`src/rtl/med_pkg.sv`:
```
// Shared definitions for the sliding-window median/vote filter.
// Holds the count-width helper, the vote mode codes and the FSM encoding.
package med_pkg;

  function automatic int clog2(input int value);
    int result;
    int span;
    result = 0;
    span   = 1;
    while (span < value) begin
      span   = span * 2;
      result = result + 1;
    end
    return result;
  endfunction

  localparam int MODE_MAJ = 0;
  localparam int MODE_THR = 1;

  typedef enum logic {
    ST_FILL = 1'b0,
    ST_RUN  = 1'b1
  } med_state_t;

endpackage

```
`src/rtl/median_window_if.sv`:
```
// Pixel-side bundle of the median window: stream/control in, vote results out.
// The state and fill fields mirror the internal FSM for checkers.
interface median_window_if
  import med_pkg::*;
#(
  parameter int N  = 4,
  parameter int CW = 3
);
  // ce and flush are sampled every rising clk edge; there is no back-pressure,
  // the window accepts one sample per edge with ce=1 and results follow that edge.
  logic          ce;
  logic          flush;
  logic [N-1:0]  in;
  logic [CW-1:0] thr;
  logic [CW-1:0] sum;
  logic          med;
  logic          de;
  logic          valid;
  logic [N-1:0]  out;
  logic [N-1:0]  newest;
  logic [CW-1:0] fill;
  med_state_t    state;

  modport master (
    output ce, flush, in, thr,
    input  sum, med, de, valid, out, newest, fill, state
  );

  modport slave (
    input  ce, flush, in, thr,
    output sum, med, de, valid, out, newest, fill, state
  );
endinterface

```
`src/rtl/med_tap_line.sv`:
```
// DEPTH-deep shift line of N-bit samples with clock enable and synchronous clear.
// Exposes the newest (tap 1) and oldest (tap DEPTH) entries.
module med_tap_line #(
  parameter int N     = 4,
  parameter int DEPTH = 5
) (
  input  logic         clk,
  input  logic         rst,
  input  logic         ce,
  input  logic         flush,
  input  logic [N-1:0] d,
  output logic [N-1:0] tap1,
  output logic [N-1:0] tap_last
);

  logic [N-1:0] taps [DEPTH];

  always_ff @(posedge clk or posedge rst) begin
    if (rst) begin
      taps <= '{default: '0};
    end else if (flush) begin
      taps <= '{default: '0};
    end else if (ce) begin
      taps[0] <= d;
      for (int i = 1; i < DEPTH; i++) begin
        taps[i] <= taps[i-1];
      end
    end
  end

  assign tap1     = taps[0];
  assign tap_last = taps[DEPTH-1];

endmodule

```
`src/rtl/median_window.sv`:
```
// Sliding-window binary vote: running mask-bit count, majority/threshold decision,
// window-wide data-enable and fill tracking around a DEPTH-tap sample line.
module median_window
  import med_pkg::*;
#(
  parameter int N        = 4,
  parameter int DEPTH    = 5,
  parameter int MASK_BIT = 3,
  parameter int DE_BIT   = 2,
  parameter int MODE     = MODE_MAJ,
  parameter int CW       = clog2(DEPTH + 1)
) (
  input  logic            clk,
  input  logic            rst,
  median_window_if.slave  bus
);

  localparam logic [CW-1:0] DEPTH_CW = CW'(DEPTH);
  localparam logic [CW-1:0] MAJ_CW   = CW'((DEPTH + 1) / 2);

  logic [N-1:0]  tap1;
  logic [N-1:0]  tap_last;
  logic [CW-1:0] sum_q;
  logic [CW-1:0] run_q;
  logic [CW-1:0] fill_q;
  logic          med_q;
  logic          de_q;
  logic          valid_q;
  med_state_t    state_q;

  logic [CW-1:0] sum_next;
  logic [CW-1:0] run_next;
  logic [CW-1:0] fill_next;
  logic          vote_next;

  med_tap_line #(
    .N     (N),
    .DEPTH (DEPTH)
  ) u_tap_line (
    .clk      (clk),
    .rst      (rst),
    .ce       (bus.ce),
    .flush    (bus.flush),
    .d        (bus.in),
    .tap1     (tap1),
    .tap_last (tap_last)
  );

  // The entering sample is added and the one leaving tap DEPTH removed on the
  // same edge, so the count can never leave 0..DEPTH.
  always_comb begin
    sum_next  = sum_q + CW'(bus.in[MASK_BIT]) - CW'(tap_last[MASK_BIT]);
    run_next  = '0;
    if (bus.in[DE_BIT]) begin
      run_next = (run_q == DEPTH_CW) ? run_q : run_q + 1'b1;
    end
    fill_next = fill_q + 1'b1;
    vote_next = 1'b0;
    if (MODE == MODE_THR) begin
      vote_next = (sum_next >= bus.thr);
    end else begin
      vote_next = (sum_next >= MAJ_CW);
    end
  end

  always_ff @(posedge clk or posedge rst) begin
    if (rst) begin
      sum_q   <= '0;
      run_q   <= '0;
      fill_q  <= '0;
      med_q   <= 1'b0;
      de_q    <= 1'b0;
      valid_q <= 1'b0;
      state_q <= ST_FILL;
    end else if (bus.flush) begin
      sum_q   <= '0;
      run_q   <= '0;
      fill_q  <= '0;
      med_q   <= 1'b0;
      de_q    <= 1'b0;
      valid_q <= 1'b0;
      state_q <= ST_FILL;
    end else if (bus.ce) begin
      sum_q <= sum_next;
      run_q <= run_next;
      de_q  <= (run_next == DEPTH_CW);
      med_q <= vote_next;
      case (state_q)
        ST_FILL: begin
          fill_q <= fill_next;
          if (fill_next == DEPTH_CW) begin
            state_q <= ST_RUN;
            valid_q <= 1'b1;
          end
        end
        ST_RUN: begin
          valid_q <= 1'b1;
        end
        default: begin
          state_q <= ST_FILL;
        end
      endcase
    end
  end

  assign bus.sum    = sum_q;
  assign bus.med    = med_q;
  assign bus.de     = de_q;
  assign bus.valid  = valid_q;
  assign bus.out    = tap_last;
  assign bus.newest = tap1;
  assign bus.fill   = fill_q;
  assign bus.state  = state_q;

endmodule

```
`src/flat_wrapper.sv`:
```
// flat-port wrapper written by rule: the top's interface ports become plain ports
module median_window_flat import med_pkg::*;
#(
  parameter int N        = 4,
  parameter int DEPTH    = 5,
  parameter int MASK_BIT = 3,
  parameter int DE_BIT   = 2,
  parameter int MODE     = MODE_MAJ,
  parameter int CW       = clog2(DEPTH + 1)
)
  (clk, rst, bus_ce, bus_flush, bus_in, bus_thr, bus_sum, bus_med, bus_de, bus_valid, bus_out, bus_newest, bus_fill, bus_state);
  median_window_if #(.N(N), .CW(CW)) bus_i ();
  input  logic clk;
  input  logic rst;
  input wire logic [$bits(bus_i.ce)-1:0] bus_ce;
  input wire logic [$bits(bus_i.flush)-1:0] bus_flush;
  input wire logic [$bits(bus_i.in)-1:0] bus_in;
  input wire logic [$bits(bus_i.thr)-1:0] bus_thr;
  output wire logic [$bits(bus_i.sum)-1:0] bus_sum;
  output wire logic [$bits(bus_i.med)-1:0] bus_med;
  output wire logic [$bits(bus_i.de)-1:0] bus_de;
  output wire logic [$bits(bus_i.valid)-1:0] bus_valid;
  output wire logic [$bits(bus_i.out)-1:0] bus_out;
  output wire logic [$bits(bus_i.newest)-1:0] bus_newest;
  output wire logic [$bits(bus_i.fill)-1:0] bus_fill;
  output wire logic [$bits(bus_i.state)-1:0] bus_state;
  assign bus_i.ce = bus_ce;
  assign bus_i.flush = bus_flush;
  assign bus_i.in = bus_in;
  assign bus_i.thr = bus_thr;
  assign bus_sum = bus_i.sum;
  assign bus_med = bus_i.med;
  assign bus_de = bus_i.de;
  assign bus_valid = bus_i.valid;
  assign bus_out = bus_i.out;
  assign bus_newest = bus_i.newest;
  assign bus_fill = bus_i.fill;
  assign bus_state = bus_i.state;
  median_window #(.N(N), .DEPTH(DEPTH), .MASK_BIT(MASK_BIT), .DE_BIT(DE_BIT), .MODE(MODE), .CW(CW)) u_core (.clk(clk), .rst(rst), .bus(bus_i));
endmodule
```
`config.mk`:
```
export PLATFORM = sky130hd
export DESIGN_NAME = median_window_flat
export DESIGN_NICKNAME = d
export VERILOG_FILES = /design/src/rtl/med_pkg.sv /design/src/rtl/median_window_if.sv /design/src/rtl/med_tap_line.sv /design/src/rtl/median_window.sv /design/src/flat_wrapper.sv
export SDC_FILE = /design/constraint.sdc
export NUM_CORES = 1
export LEC_CHECK = 0
export ABC_AREA = 1
export CORE_MARGIN = 10
export CORE_UTILIZATION = 40
export CTS_CLUSTER_DIAMETER = 60
export DETAILED_ROUTE_END_ITERATION = 10
export MAX_ROUTING_LAYER = met4
export PLACE_DENSITY = 0.72
export SETUP_SLACK_MARGIN = 0.5
export SYNTH_ARGS = -nofsm -noshare
export SYNTH_HDL_FRONTEND = slang
export SYNTH_HIERARCHICAL = 1
export SYNTH_SLANG_ARGS = --single-unit
```
`constraint.sdc`:
```
create_clock -name clk -period 5.1 [get_ports clk]
set_input_delay 1.02 -clock clk [delete_from_list [all_inputs] [get_ports clk]]
set_output_delay 1.02 -clock clk [all_outputs]
set_load 0.02 [all_outputs]
```
---- Word-level counts from Yosys, hierarchy flattened ----
Index checks and enable logic that the tools add are counted.
operators by class
  add/subtract/negate cells ............... 4
  $lt $le $gt $ge ......................... 1
  equal/unequal tests ..................... 5
  muxes and demuxes ....................... 23
  bitwise logic cells ..................... 1
  reductions and logical operators ........ 3
operators by type and width
  kind                                                                                  number
  20-bit two-way mux                                                                    2
  3-bit two-way mux                                                                     9
  1-bit two-way mux                                                                     11
  3-bit equality test (second input constant)                                           3
  3-bit by 1-bit adder with 3-bit output (second input constant)                        2
  2-bit AND reduction                                                                   2
  3-bit by 1-bit adder with 3-bit output                                                1
  3-bit by 2-bit greater-or-equal comparator with 1-bit output (second input constant)  1
  3-bit by 2-bit != test with 1-bit output (second input constant)                      1
  3-bit by 1-bit subtractor with 3-bit output                                           1
  2-bit != test (second input constant)                                                 1
  1-bit case mux with 2 select lines                                                    1
  2-bit nonzero test                                                                    1
  1-bit inverter                                                                        1
word-level totals
  register bits ........................... 33
  output and inout bits ................... 18
  logic and storage cells ................. 49

---- Logic depth before layout (Yosys ltp) ----
Gate-level depths: netlist (run 1).
  depth in word-level cells ............... 6
  depth in mapped cells ................... 12
  gate-level depth less buffers ........... 12

---- Hierarchy ----
The synthesis (run 1) kept the hierarchy.
modules (own cells, without submodules)
  module         instances  cells an instance  area each (µm²)
  med_tap_line   1          97                 857.1
  median_window  1          91                 739.5

---- Worst setup path before layout (run 1) ----
No wires, ideal clock.
  kind .................................... input port to flip-flop
  start point ............................. input port bus_in[3]
  end point ............................... register u_core.med_q (netlist: u_core/bus.med)
  setup time .............................. 0.117 ns
  data arrival time ....................... 1.877 ns
  data required time ...................... 4.983 ns
  setup slack ............................. 3.106 ns
  stages on the path ...................... 9
  buffers on the path ..................... 0
  cell sequence ........................... ha_1 -> inv_1 -> fa_1 -> inv_1 -> nand3_1 -> nand2_1 -> nand2_1 -> nand3_1 -> nand2_1
on the way
  longest elaborated chain between the ends .. 5
RTL lines
  what                                                          RTL line             RTL
  start: declaration                                            flat_wrapper.sv:17   input wire logic [$bits(bus_i.in)-1:0] bus_in;
  3-bit by 1-bit adder with 3-bit output                        median_window.sv:52  sum_next = sum_q + CW'(bus.in[MASK_BIT]) - CW'(tap_last[MASK_BIT]);
  3-bit by 1-bit subtractor with 3-bit output                   median_window.sv:52
  3-bit by 2-bit greater-or-equal comparator with 1-bit output  median_window.sv:62  vote_next = (sum_next >= MAJ_CW);
  1-bit two-way mux                                             median_window.sv:83  end else if (bus.ce) begin
  1-bit two-way mux                                             median_window.sv:75  end else if (bus.flush) begin
  end signal: assignment                                        median_window.sv:87  med_q <= vote_next;
  end: declaration                                              median_window.sv:26  logic med_q;
No other way between the ends. The select of a mux whose other input is x is not followed.
A chain may end at the register's enable or synchronous reset.

---- Worst setup path after layout (run 1) ----
  start point ............................. input port bus_ce
  end point ............................... register u_core.sum_q[2] (netlist: u_core/bus.sum[2])
on the way
  longest elaborated chain between the ends .. 1
RTL lines
  what                                 RTL line             RTL
  start: declaration                   flat_wrapper.sv:15   input wire logic [$bits(bus_i.ce)-1:0] bus_ce;
  2-bit nonzero test (no source line)  n/a
  end signal: assignment               median_window.sv:84  sum_q <= sum_next;
  end: declaration                     median_window.sv:23  logic [CW-1:0] sum_q;
No other way between the ends.

==> results.cfg, run 1 <==
[synth]
synth_edf_count = 0
yosysWarnings = 6
netlist.area_leader.share_pct = 51.72
yosysTopAreaCell = dfrtp_1
avgSynthCellArea_um2 = 8.492
syn_inst = 188
synth_area_um2 = 1597
syn-num-nets = 206
synth_cell_type_count = 18
yosys_most_used_dff = dfrtp_1
ys_ff_latch = 33
ys_seq_area_share_pct = 51.72
ys_async_sr_fraction_pct = 100.0
synth_area_leaders = dfrtp_1 52%, nand2_1 15%, nand3_1 9.1%, buf_4 4.7%, ha_1 4.7%

[run]
max_cap_viol_count = 0

[die]
initial_core_util_pct = 42.34
fp.dieW_um = 83.18
io-pin-count = 29
core_um2 = 3771
rows = 22
die-height_um = 83.18
die-area_um2 = 6918

[cells_and_area]
num-fill-cells = 341
multi_input_area_um2 = 604.3
drive_gt1_share_pct = 5.769
fin_nets = 225
area_growth_pct = 20.30
seq_area_um2 = 825.8
diodes = 0

[setup_path]
r2r_setup_slack_ns = 3.29
crit_path_start_kind = input pin
crit_fanout = 26
crit_path_top_delay_cell = clkdlybuf4s50_1
cp_num_buf_inv = 2
critPathCapture = u_core/bus.sum[2]
reg2reg_from = u_core/bus.sum[0]
ff2ff_path_depth = 12
worstPathArrival_ns = 2.75
cp_top_family = buffers and inverters
required_ns = 5.29
crit_path_end_kind = flop
crit_cells = 4
critPathLaunch = bus_ce
r2r_end = u_core/bus.med
max_stage_delay_ns = 0.87
critPathKind = in2reg
path_cells = clkdlybuf4s50_1, nor2_1, inv_1, o21ai_0

[clock_tree]
hold_buffers = 0
numCtsBuffers = 5
clkTransAtPathRegs_ns = 0.07
cts.sinks = 33
cts_setup_buffers = 0
htree_levels = 2
cts_resized = 0
root_buffer = clkbuf_8
cts_tree = built
cts_buffer_depth = 2
clk_latency_ns = 0.28

[timing]
rsz0062_at_grt = no
hold-worst-slack_ns = 0.4704
drv_slew = 0
min_period_ns = 2.558
hold_violations = 0
fin_crit_sh_pct = 50.16
fmax_ghz = 0.3909
maxSlewHeadroom_pct = 40.01
clock_skew_ns = 0.005750
tns_ns = 0
worst_pin_slew_ns = 0.8970
finalSetupViolCount = 0

[power]
power_leakage_uw = 0.0009936
p_comb_share_pct = 11.7
p_sw_uw = 138.6
seqPwrFrac_pct = 49.7
swShare_pct = 24.96
power_density_nw_per_um2 = 289.1
p_clk_share_pct = 38.7
p_int_uw = 416.7
ir_drop_mv = 0.1642

[routing]
ant_nets = 0
drt_wl_total_um = 3114
wire_per_inst_um = 12.16
drtIter0Drc = 85
firstDrtPassIters = 4
via_per_inst = 4.793
vias = 1227
drc = 0

[global_routing]
grt_overflow = 0
met1_usage_pct = 11.40
grt_first_pass_wirelength_um = 5602
grt.total_usage_pct = 9.627
grt_max_degree = 27
antenna_found_initial = 0
gr-usage-met2_pct = 14.53
grt_pass1_vias = 1252
top_usage_layer = met2
grt_use_met3_pct = 3.223

[status]
status = complete, no violations

[place]
gp_congestion = 0.7824
dp_hpwl_um = 2227
portBuffers = 25

[worst_hold_path]
hold_class = reg2reg
cell usage in the layout (no fill, tap or decap):
cell,count
buf_4,1
clkbuf_8,7
clkdlybuf4s50_1,25
clkinv_2,1
dfrtp_1,33
fa_1,1
ha_1,6
inv_1,18
inv_2,1
nand2_1,63
nand2_2,1
nand3_1,29
nand4_1,1
nor2_1,5
nor2_4,1
o211ai_1,1
o21ai_0,11
o21bai_1,1
o22ai_1,1
xor2_1,1
through the flow:
step                cells  util (%)  setup WS (ns)  total power, uW  cell area, um2
global route          256     50.93          2.318            586.0            1921
detailed placement    248     48.24          2.230            347.1            1819
floorplan             188         -          3.106            321.9            1597
CTS                   256     50.93          2.533            563.5            1921
finish                256     50.93          2.542            555.3            1921
global placement      248     48.24          2.239            345.7            1819
power groups by stage:
| stage | clock network (uW) | logic, uW | registers [uW] |
|---|---|---|---|
| global route | 236 | 73.2 | 277 |
| finish | 215 | 64.7 | 276 |
| CTS | 221 | 66.4 | 276 |
| global placement | 0 | 64.9 | 281 |
| floorplan | 0 | 37.0 | 285 |
| detailed placement | 0 | 66.2 | 281 |
routing by layer:
| layer | wire [um] | vias up | part of all wire (%) |
|---|---|---|---|
| met5 | 0 | - | 0 |
| met4 | 55 | 0 | 1.8 |
| met3 | 160 | 6 | 5.1 |
| met2 | 1414 | 20 | 45 |
| met1 | 1483 | 574 | 48 |
| li1 | - | 627 | - |
cells in the mapped netlist, drive strengths merged (6+ instances only):
cell,number
buf,14
dfrtp,33
ha,6
inv,19
nand2,64
nand3,29
nor2,6
o21ai,11
worst min-delay path by stage:
stage	start	to	slack (ns)	cells after the start
detailed placement	u_core/u_tap_line/tap_last[1]	u_core/u_tap_line/tap_last[1]	0.46	2
CTS	u_core/u_tap_line/tap_last[2]	u_core/u_tap_line/tap_last[2]	0.48	2
global route	u_core/u_tap_line/taps[12]	u_core/u_tap_line/taps[12]	0.50	2
floorplan	u_core/u_tap_line/taps[10]	u_core/u_tap_line/taps[10]	0.44	2
finish	u_core/u_tap_line/tap_last[1]	u_core/u_tap_line/tap_last[1]	0.47	2
global placement	u_core/u_tap_line/taps[4]	u_core/u_tap_line/taps[4]	0.45	2
cells by family (layout without fill, tap and decap cells):
group,Yosys count,count (layout),share of synthesized area (%)
AO/OA/AOI/OAI,14,14,4.781
XOR/XNOR,1,1,0.5487
adder cells (fa/ha/maj),7,7,5.956
buffers and inverters,33,53,10.42
flip-flops,33,33,51.72
AND/OR/NAND/NOR,100,100,26.57
cell type report:
class / count / area share (%)
Sequential cell: 33 / 43.00
Clock inverter: 1 / 0.2606
Tap cell: 48 / 3.127
Timing Repair Buffer: 26 / 13.42
Clock buffer: 7 / 5.016
Multi-Input combinational cell: 122 / 31.47
Inverter: 19 / 3.713
sequential cells by signal (all words and copies together) (netlist names):
signal	flops
u_core/u_tap_line/taps	12
u_core/u_tap_line/tap1	4
u_core/u_tap_line/tap_last	4
u_core/bus.fill	3
u_core/bus.sum	3
u_core/run_q	3
u_core/bus.de	1
u_core/bus.med	1
u_core/bus.state	1
u_core/bus.valid	1
worst register-to-register path, cell delays in order (launching register included):
cell     delay (ns)
dfrtp_1        0.35
inv_1          0.06
ha_1           0.28
inv_1          0.06
ha_1           0.12
inv_1          0.04
fa_1           0.38
inv_1          0.07
nand3_1        0.10
nand2_1        0.07
nand2_1        0.05
nand3_1        0.06
nand2_1        0.07
Note: power is estimated with default switching activity, not from simulation.
==> run 2, diff against run 1 <==
==> constraint.sdc (replaced) <==
create_clock -name clk -period 2.5 [get_ports clk]
set_input_delay 0.5 -clock clk [delete_from_list [all_inputs] [get_ports clk]]
set_output_delay 0.5 -clock clk [all_outputs]
set_load 0.02 [all_outputs]
==> run 2 against run 1 <==
Die area is the same. Worst setup slack lost 1.9 ns. Routed wire length grew 4.0%.
==> results.cfg, run 2 (same netlist as run 1, synthesis figures left out) <==
[global_routing]
grt_pass1_vias = 1244
grt_first_pass_wirelength_um = 5602
grt_overflow = 0
grt.total_usage_pct = 9.901
antenna_found_initial = 0
grt_max_degree = 21

[power]
p_int_uw = 795.4
ir_drop_mv = 0.2817
power_density_nw_per_um2 = 566.4
power_uw = 1081
p_clk_share_pct = 35.4
swShare_pct = 26.45
seqPwrFrac_pct = 52.1
p_sw_uw = 286.1
p_comb_share_pct = 12.5
power_leakage_uw = 0.0009891

[die]
die-height_um = 83.18
rows = 22
core_um2 = 3771
initial_core_util_pct = 42.34
fp.dieW_um = 83.18
io-pin-count = 29
die-area_um2 = 6918

[routing]
drc = 0
drtIter0Drc = 80
wire_per_inst_um = 12.60
vias = 1228
firstDrtPassIters = 4
ant_nets = 0
via_per_inst = 4.778
drt_wl_total_um = 3238

[cells_and_area]
largest_reg_flops = 12
num-fill-cells = 375
post-route-util_pct = 50.63
mostFrequentLayoutCells = 63 x nand2_1, 33 x dfrtp_1, 29 x nand3_1, 25 x clkdlybuf4s50_1, 18 x inv_1
drive_gt1_share_pct = 5.742
diodes = 0
area_growth_pct = 19.59
fin_nets = 226
layout_commonest_cell = nand2_1
top_register = u_core/u_tap_line/taps

[worst_hold_path]
worstHoldEndpoint = u_core/u_tap_line/taps[13]
hold_class = reg2reg
hold_depth = 2
hp-start = u_core/u_tap_line/taps[13]

[timing]
drv_slew = 0
maxSlewHeadroom_pct = 49.91
clock_skew_ns = 0.003314
hold-worst-slack_ns = 0.4719
fmax_ghz = 0.5416
finalSetupViolCount = 0
setup_ws_ns = 0.6538
min_period_ns = 1.846
rsz0062_at_grt = no
worst_pin_slew_ns = 0.7506
hold_violations = 0
fin_crit_sh_pct = 73.85
tns_ns = 0

[place]
gp_congestion = 0.8125
dp_hpwl_um = 2268
portBuffers = 25
post-place-ws_ns = 0.4278

[clock_tree]
cts_tree = built
cts_setup_buffers = 0
clkTransAtPathRegs_ns = 0.07
clk_latency_ns = 0.28
cts.sinks = 33
numCtsBuffers = 5
hold_buffers = 0
cts_resized = 0
root_buffer = clkbuf_8
htree_levels = 2
cts_buffer_depth = 2

[setup_path]
critPathKind = reg2out
worstPathArrival_ns = 1.35
reg2reg_from = u_core/bus.sum[0]
cp_top_family = buffers and inverters
crit_path_end_kind = output port
path_cells = clkdlybuf4s50_1
r2r_setup_slack_ns = 0.71
r2r_end = u_core/bus.med
crit_cells = 1
crit_fanout = 5
max_stage_delay_ns = 0.64
cp_num_buf_inv = 1
ff2ff_path_depth = 12
required_ns = 2.00
crit_path_start_kind = flop
crit_path_top_delay_cell = clkdlybuf4s50_1

[status]
status = complete, no violations

[run]
max_cap_viol_count = 0
run 2: changes by cell type in the layout (fill, tap and decap cells not counted):
| cell | change |
|---|---|
| clkbuf_1 | +1 |
| clkbuf_8 | -2 |
| buf_4 | +1 |
| clkinv_2 | +1 |
run 2: worst max-delay path by stage:
stage	startpoint	end	slack [ns]
after floorplan	u_core/bus.sum[0]	u_core/bus.med	0.69
after global placement	bus_in[3]	u_core/bus.med	0.44
after detailed placement	bus_in[3]	u_core/bus.med	0.43
after CTS	u_core/bus.sum[1]	bus_sum[1]	0.63
final	u_core/bus.sum[1]	bus_sum[1]	0.65
after global routing	u_core/bus.sum[0]	u_core/bus.med	0.56
run 2: layout make-up:
type / instances / area, um2 / share of cell area (%)
Inverter: 19 / 71.32 / 3.735
Multi-Input combinational cell: 122 / 604.3 / 31.65
Clock inverter: 2 / 10.01 / 0.5242
Sequential cell: 33 / 825.8 / 43.25
Tap cell: 48 / 60.06 / 3.145
Clock buffer: 6 / 72.57 / 3.801
Timing Repair Buffer: 27 / 265.3 / 13.89
run 2: per-stage QoR:
step	cell area, um2	cells
5_1_grt	1909	257
3_3_place_gp	1827	249
2_1_floorplan	1597	188
3_5_place_dp	1827	249
4_1_cts	1909	257
6_report	1909	257
run 2: metal layers:
layer | share of wire, % | up-vias | GRT usage (%)
met5 | 0 | - | -
met4 | 2.1 | 0 | 5.846
met3 | 4.3 | 6 | 3.320
met2 | 45 | 21 | 14.25
met1 | 49 | 575 | 11.70
li1 | - | 626 | -
run 2: power groups by stage:
stage	registers [uW]	logic, uW	clock network (uW)
after floorplan	581	75.5	0
after global placement	573	134	0
after detailed placement	573	137	0
after CTS	563	137	403
after global routing	566	152	419
final	563	135	383
run 2: tightest hold or removal path: cells and delay by family, from the launching register on:
family,cells,cell delay (ns)
DFF,1,0.34
and+or+nand+nor,2,0.10
